[src/rtl/serial_adder_pkg.sv]
// -----------------------------------------------------------------------------
// serial_adder_pkg
//   Shared definitions for the bit-serial adder:
//     - state_t : FSM state encoding (S_IDLE=0, S_SHIFT=1, S_DONE=2)
//     - cnt_width() : width of the bit counter for a given operand width
//   No ports (package).
// -----------------------------------------------------------------------------
package serial_adder_pkg;

   typedef enum logic [1:0] {
      S_IDLE  = 2'd0,
      S_SHIFT = 2'd1,
      S_DONE  = 2'd2
   } state_t;

   // The counter only has to reach width-1, so $clog2(width) bits suffice.
   function automatic int cnt_width(input int width);
      return (width < 2) ? 1 : $clog2(width);
   endfunction

endpackage

[src/rtl/serial_adder_fa.sv]
// -----------------------------------------------------------------------------
// fa
//   One-bit full adder cell (purely combinational).
//   Ports:
//     a, b  in  1  addend bits
//     cin   in  1  carry in
//     sum   out 1  a ^ b ^ cin
//     cout  out 1  majority(a, b, cin)
// -----------------------------------------------------------------------------
module fa (
   input  logic a,
   input  logic b,
   input  logic cin,
   output logic sum,
   output logic cout
);

   assign sum  = a ^ b ^ cin;
   assign cout = (a & b) | (cin & (a ^ b));

endmodule

[src/rtl/serial_adder.sv]
// -----------------------------------------------------------------------------
// serial_adder
//   Bit-serial WIDTH-bit adder. Captures a/b/cin on an accepted start, feeds one
//   LSB pair per cycle through a single full adder cell, recirculates the carry
//   and shifts the sum bits into a result register.
//   Ports:
//     clk    in   1      clock, rising edge
//     rst_n  in   1      asynchronous active-low reset
//     start  in   1      load operands and begin an add (accepted in IDLE/DONE)
//     a, b   in   WIDTH  operands
//     cin    in   1      carry in
//     busy   out  1      high while bits are being added
//     done   out  1      one-cycle pulse when sum/cout/ovf are updated
//     sum    out  WIDTH  result, held until the next result
//     cout   out  1      final carry out, held with sum
//     ovf    out  1      signed overflow; only computed when SERIAL_ADDER_OVF_EN
//                        is defined, otherwise tied to 0
//   Latency: start accepted at edge N -> done high after edge N+WIDTH.
// -----------------------------------------------------------------------------
module serial_adder
   import serial_adder_pkg::*;
#(
   parameter int WIDTH = 8
) (
   input  logic             clk,
   input  logic             rst_n,
   input  logic             start,
   input  logic [WIDTH-1:0] a,
   input  logic [WIDTH-1:0] b,
   input  logic             cin,
   output logic             busy,
   output logic             done,
   output logic [WIDTH-1:0] sum,
   output logic             cout,
   output logic             ovf
);

   localparam int            CW   = cnt_width(WIDTH);
   localparam logic [CW-1:0] LAST = CW'(WIDTH - 1);

   state_t           r_state;
   logic [WIDTH-1:0] r_a_sr;
   logic [WIDTH-1:0] r_b_sr;
   // Partial sum only needs WIDTH-1 bits: the final bit goes straight into r_sum.
   logic [WIDTH-2:0] r_sum_sr;
   logic [WIDTH-1:0] r_sum;
   logic             r_carry;
   logic             r_cout;
   logic             r_busy;
   logic             r_done;
   logic [CW-1:0]    r_cnt;

   logic             w_s;
   logic             w_co;
   logic             w_load;
   logic             w_last;
   logic [WIDTH-1:0] w_sum_next;

   fa u_fa (
      .a    (r_a_sr[0]),
      .b    (r_b_sr[0]),
      .cin  (r_carry),
      .sum  (w_s),
      .cout (w_co)
   );

   // start is honoured only when not busy; DONE accepts it for back-to-back adds.
   assign w_load     = start && ((r_state == S_IDLE) || (r_state == S_DONE));
   assign w_last     = (r_state == S_SHIFT) && (r_cnt == LAST);
   assign w_sum_next = {w_s, r_sum_sr};

   always_ff @(posedge clk or negedge rst_n) begin
      if (!rst_n) begin
         r_state  <= S_IDLE;
         r_a_sr   <= '0;
         r_b_sr   <= '0;
         r_sum_sr <= '0;
         r_sum    <= '0;
         r_carry  <= 1'b0;
         r_cout   <= 1'b0;
         r_busy   <= 1'b0;
         r_done   <= 1'b0;
         r_cnt    <= '0;
      end else if (w_load) begin
         r_a_sr  <= a;
         r_b_sr  <= b;
         r_carry <= cin;
         r_cnt   <= '0;
         r_busy  <= 1'b1;
         r_done  <= 1'b0;
         r_state <= S_SHIFT;
      end else begin
         case (r_state)
            S_SHIFT: begin
               r_sum_sr <= w_sum_next[WIDTH-1:1];
               r_carry  <= w_co;
               r_a_sr   <= r_a_sr >> 1;
               r_b_sr   <= r_b_sr >> 1;
               if (w_last) begin
                  // Outputs update only here, on entry to DONE.
                  r_sum   <= w_sum_next;
                  r_cout  <= w_co;
                  r_busy  <= 1'b0;
                  r_done  <= 1'b1;
                  r_state <= S_DONE;
               end else begin
                  // Counter stops at LAST so it never wraps within an add.
                  r_cnt <= r_cnt + 1'b1;
               end
            end
            S_DONE: begin
               r_done  <= 1'b0;
               r_state <= S_IDLE;
            end
            default: begin
               r_busy  <= 1'b0;
               r_done  <= 1'b0;
               r_state <= S_IDLE;
            end
         endcase
      end
   end

`ifdef SERIAL_ADDER_OVF_EN
   logic r_ovf;

   // On the last bit r_carry is the carry into the MSB and w_co the carry out.
   always_ff @(posedge clk or negedge rst_n) begin
      if (!rst_n) begin
         r_ovf <= 1'b0;
      end else if (!w_load && w_last) begin
         r_ovf <= r_carry ^ w_co;
      end
   end

   assign ovf = r_ovf;
`else
   assign ovf = 1'b0;
`endif

   assign busy = r_busy;
   assign done = r_done;
   assign sum  = r_sum;
   assign cout = r_cout;

endmodule
[config.mk]
export PLATFORM = sky130hd
export DESIGN_NAME = serial_adder
export DESIGN_NICKNAME = d
export VERILOG_FILES = /design/src/rtl/serial_adder_pkg.sv /design/src/rtl/serial_adder_fa.sv /design/src/rtl/serial_adder.sv
export SDC_FILE = /design/constraint.sdc
export NUM_CORES = 1
export LEC_CHECK = 0
export CAP_MARGIN = 20
export CORE_AREA = 2 2 63 65
export CTS_BUF_LIST = sky130_fd_sc_hd__clkbuf_8
export CTS_CLUSTER_DIAMETER = 200
export DETAILED_ROUTE_END_ITERATION = 16
export DIE_AREA = 0 0 65 67
export PLACE_DENSITY = 0.76
export SETUP_SLACK_MARGIN = 0.2
export SLEW_MARGIN = 10
export SYNTH_ARGS = -nofsm -noshare
export SYNTH_HDL_FRONTEND = slang
export SYNTH_SLANG_ARGS = --single-unit
[constraint.sdc]
create_clock -name clk -period 1.7 [get_ports clk]
set_input_delay 0.17 -clock clk [delete_from_list [all_inputs] [get_ports clk]]
set_output_delay 0.17 -clock clk [all_outputs]
set_load 0.005 [all_outputs]
==> flow_summary.toml, run 1 <==
[setup_path]
worst_r2r_path_depth = 6
startpoint_type = "flip-flop"
path_max_fanout = 5
endpoint_kind = "flip-flop"
crit_arrival_ns = 1.71
cp_data_required_time_ns = 1.89
critPathKind = "reg -> reg"

[floorplan]
placementRows = 22
fp.coreArea_sq_um = 3610
fp.dieArea_sq_um = 4360
die_width_um = 65
start_util = 0.544
die-height_um = 67
ios = 32

[sta]
setup_viol = 0
fin_crit_sh = 0.895
rsz0062_at_grt = "true"
final_hold_viol_count = 0
tns_ns = 0
fin_crit_ns = 1.52
fmax_ghz = 0.657
finalMaxSlewViolations = 0
worst_slack_ns = 0.179
clock_skew_ns = 0.00407

[yosys]
postSynthAreaPerCell_sq_um = 14.0
syn_nets = 163
yosys.area.top_type = "dfrtp_1"
ys.flop_type = "dfrtp_1"
synth_seq_cells = 39
yosysMostFrequentCell = "mux2i_1"
synth-edff-count = 0
syn_area_sq_um = 1960
synth_area_leaders = "dfrtp_1 (50%), mux2i_1 (23%), mux2_4 (6.9%), mux2_2 (4.0%), buf_4 (1.9%)"
async_flop_share = 1.00
seq_area_frac_synth = 0.497
synth.top_cell.area_share = 0.497
synth_common_cells = "mux2i_1 (46), dfrtp_1 (39), mux2_4 (9)"
synth.distinct_cells = 30
yosys_warnings = 0
postSynthCellCount = 140

[clock_network]
cts_buffers = 5
h-tree-depth = 2
clock_tree.root_cell = "clkbuf_8"
cts_num_sinks = 39
cts_max_path_buffers = 2
clk_pin_slew_ns = 0.07
cts_tree = "done"
clkLatencyLatePin_ns = 0.30

[route]
vias_per_cell = 5.46
wl_um = 3630
drc_errors = 0
first_iter_violations = 47
antenna_left = 0
firstDrtPassIters = 4
wl_per_cell_um = 15.8
vias = 1255

[grt]
grt_max_degree = 36
grt_pass1_wl_um = 6220
antenna_found_initial = 0
grt.overflow.total = 0
grtUsageTotal = 0.192
grt_pass1_vias = 1348

[power_and_ir_drop]
pwr-share-comb = 0.401
power.static_leakage_uw = 0.00121
p_sw_frac = 0.312
vdd_drop_max_uv = 853
p_sw_uw = 1280
p_int_uw = 2820
p_per_area_nw_per_um2 = 1630
clkPwrFrac = 0.190
seqPwrFrac = 0.409

[cells_and_area]
n_antenna_cell = 0
drive_above_1_share = 0.231
fin_util = 0.700
area_growth_pct = 28.7
fillerInstances = 272
layout.nets = 204

[job]
cap_violations = 0

[placed_design]
portBuffers = 30
place_congestion = 0.659
dp_slack_ns = 0.105
dpl.hpwl_um = 2580

[worst_hold_path]
min_path_type = "in -> async"

[status]
status = "complete, no violations"
-- critical path: stages (launching register included) --
cell      delay [ns]
dfrtp_1         0.41
ha_2            0.21
ha_4            0.16
nand3b_1        0.09
buf_6           0.14
buf_12          0.12
mux2_4          0.29
-- registers in the layout, indices dropped and copies added (netlist names) --
signal and flops:
cout 1, r_b_sr 8, sum 8, r_a_sr 8
r_carry 1, r_cnt 3, r_sum_sr 7, r_state 1
busy 1, done 1
-- kinds of logic after synthesis --
logic type,synth area share
multiplexers,0.344
flip-flops,0.497
buffers and inverters,0.0517
AND/OR/NAND/NOR,0.0402
AO/OA/AOI/OAI,0.0421
adder cells (fa/ha/maj),0.0230
other,0.00191
-- what timing repair did --
item,in CTS,in global routing
setup endpoints to repair,11,11
resized for setup,6,0
hold endpoints to repair,39,0
pin swaps,1,2
hold buffers,1,0
setup buffers,2,3
cloned,1,0
-- final timing paths --
kind | startpoint | end | slack (ns)
setup / recovery | r_cnt[1] | sum[4] | 0.18
hold / removal | rst_n | sum[0] | 0.22
setup reg to reg | r_cnt[1] | sum[4] | 0.18
hold reg to reg | sum[1] | sum[1] | 0.51
max in group asynchronous | rst_n | done | 1.07
min in group clk | a[7] | r_a_sr[7] | 0.48
-- metrics by stage --
step | area [sq um] | hold WS [ns] | total power, uW | std cells
after global routing | 2520 | 0.232 | 4380 | 230
after floorplan | 1960 | -0.126 | 2700 | 140
after global placement | 2320 | -0.00801 | 3120 | 215
final | 2520 | 0.221 | 4110 | 230
after CTS | 2500 | 0.221 | 4130 | 227
after detailed placement | 2320 | -0.00251 | 3270 | 215
-- power groups by stage --
stage          combinational [uW]  sequential, uW  clock [uW]
6_report                     1650            1680         779
4_1_cts                      1650            1690         794
5_1_grt                      1800            1740         836
3_5_place_dp                 1570            1700           0
3_3_place_gp                 1460            1660           0
2_1_floorplan                1090            1610           0
-- per-layer routing --
metal,vias up,global-route usage,share of wire
met3,5,0.0676,0.049
met4,0,0.0612,0.012
met1,632,0.212,0.42
li1,588,-,-
met2,30,0.345,0.52
met5,-,0,0
-- layout make-up --
| type | count | area [sq um] | share of cell area |
|---|---|---|---|
| multi-input cells | 88 | 900 | 0.356 |
| repair buffers | 44 | 464 | 0.184 |
| clock inverters | 3 | 43.8 | 0.0173 |
| well taps | 48 | 60.1 | 0.0238 |
| clock buffers | 5 | 68.8 | 0.0273 |
| flip-flops and latches | 39 | 977 | 0.387 |
| inverters | 3 | 11.3 | 0.00446 |
-- layout by cell type, fill, tap and decap left out, types with 2 or more instances in the layout --
cell | Yosys | layout
a311o_1 | 2 | 2
buf_12 | 1 | 3
buf_4 | 5 | 8
clkbuf_8 | 0 | 5
clkdlybuf4s50_1 | 0 | 29
dfrtp_1 | 39 | 38
inv_1 | 3 | 3
mux2_2 | 7 | 7
mux2_4 | 9 | 9
mux2i_1 | 46 | 46
nand2_1 | 2 | 2
nor3b_1 | 2 | 2
o211a_1 | 2 | 2
o32ai_1 | 2 | 2
Power figures use the tool's default switching activity.
==> run 2: changes to the inputs <==
CORE_AREA = 2 2 64 66   (was 2 2 63 65)
CTS_BUF_LIST = unset   (was sky130_fd_sc_hd__clkbuf_8)
DIE_AREA = 0 0 66 68   (was 0 0 65 67)
PLACE_DENSITY = 0.74   (was 0.76)
==> run 2 against run 1 <==
- sequential share of layout area is 1.0 points higher
- sequential cell count stayed put
- clock power decreased by 14%
- clock-buffer cell count rose by 3
- setup slack gained 0.037 ns
- power fell by 4.6%
- sequential power barely moved
- critical path type unchanged
==> flow_summary.toml, run 2 (same netlist as run 1, synthesis figures left out) <==
[clock_network]
cts_buffers = 5
clock_tree.root_cell = "clkbuf_8"
clkLatencyLatePin_ns = 0.28
cts_tree = "done"
cts_max_path_buffers = 2
clk_pin_slew_ns = 0.07
h-tree-depth = 2
cts_num_sinks = 39

[setup_path]
cp_data_required_time_ns = 1.87
r2r-start = "r_cnt[0]"
path_buf_inv = 1
slowest_delay_ns = 0.40
crit_arrival_ns = 1.65
path_max_fanout = 10
crit_family = "flip-flops"
crit_path_cell_trace = "ha_2, ha_4, nand3b_1, buf_12, mux2_4"
crit_path_top_delay_cell = "dfrtp_1"
endpoint_kind = "flip-flop"
startpoint_type = "flip-flop"
worst_r2r_path_depth = 5
cp-startpoint = "r_cnt[0]"
r2r_end = "sum[6]"
r2r_slack_ns = 0.22
critPathKind = "reg -> reg"

[floorplan]
die-height_um = 68
die_width_um = 66
start_util = 0.509
placementRows = 23
ios = 32
fp.coreArea_sq_um = 3860
fp.dieArea_sq_um = 4490

[cells_and_area]
mostFrequentLayoutCells = "mux2i_1 (46), dfrtp_1 (38), clkdlybuf4s50_1 (29)"
mostFrequentLayoutCell = "mux2i_1"
n_antenna_cell = 0
area_growth_pct = 25.4
fin_cells = 228
drive_above_1_share = 0.208
layout.nets = 200

[power_and_ir_drop]
p_per_area_nw_per_um2 = 1590
finalPower_uw = 3920
power.static_leakage_uw = 0.00117
vdd_drop_max_uv = 568

[sta]
rsz0062_at_grt = "true"
final_hold_viol_count = 0
fin_crit_ns = 1.48
fmax_ghz = 0.674
finalMaxSlewViolations = 0
fin_crit_sh = 0.873
setup_viol = 0
tns_ns = 0
hold_ws_ns = 0.386
clock_skew_ns = 0.00446

[grt]
grt_max_degree = 21
antenna_found_initial = 0
grt_pass1_vias = 1229
grt.overflow.total = 0
grtUsageTotal = 0.170
grt_pass1_wl_um = 5620

[placed_design]
dpl.hpwl_um = 2630
place_congestion = 0.825
portBuffers = 30
place_inst = 219

[route]
antenna_left = 0
vias = 1205
first_iter_violations = 25
firstDrtPassIters = 4
wl_per_cell_um = 15.1
vias_per_cell = 5.29
drc_errors = 0
wl_um = 3450

[job]
cap_violations = 0

[status]
status = "complete, no violations"

[worst_hold_path]
min_path_type = "in -> async"
run 2: per-layer routing:
metal | vias up | GRT usage | share of wire
met5 | - | 0 | 0
met4 | 0 | 0.0714 | 0.0072
met3 | 3 | 0.0395 | 0.029
met2 | 24 | 0.302 | 0.51
met1 | 601 | 0.198 | 0.45
li1 | 577 | - | -
run 2: timing repair:
item	in CTS	in global routing
hold buffers	1	0
gates resized for setup	3	1
gates cloned	0	0
pin swaps	0	2
setup buffers	0	0
endpoints found under the hold margin	19	0
endpoints found under the setup margin	10	11
run 2: how the worst max path moves through the flow:
stage / slack, ns / cells after the start / end
floorplan: 0.22 / 5 / cout
global placement: 0.18 / 5 / sum[7]
detailed placement: 0.12 / 5 / sum[5]
CTS: 0.21 / 5 / sum[6]
global route: 0.16 / 5 / sum[2]
finish: 0.22 / 5 / sum[6]
run 2: area by class of cell:
class / count / area (sq um)
fill: 321 / 1400
multi-input combinational: 88 / 900
timing repair buffer: 40 / 410
clock buffer: 8 / 100
sequential: 39 / 977
inverter: 3 / 11.3
tap: 50 / 62.6
run 2: power by group:
part	switching [uW]	leakage [uW]	internal, uW
registers	348	0.000484	1350
logic	552	0.000633	992
clock network	302	0.0000515	370
total	1200	0.00117	2720
run 2: per-stage QoR:
step,utilization,area [sq um],setup WS [ns]
floorplan,-,1960,0.221
global placement,0.605,2330,0.178
detailed placement,0.605,2330,0.122
CTS,0.638,2460,0.209
global route,0.638,2460,0.162
finish,0.638,2460,0.216
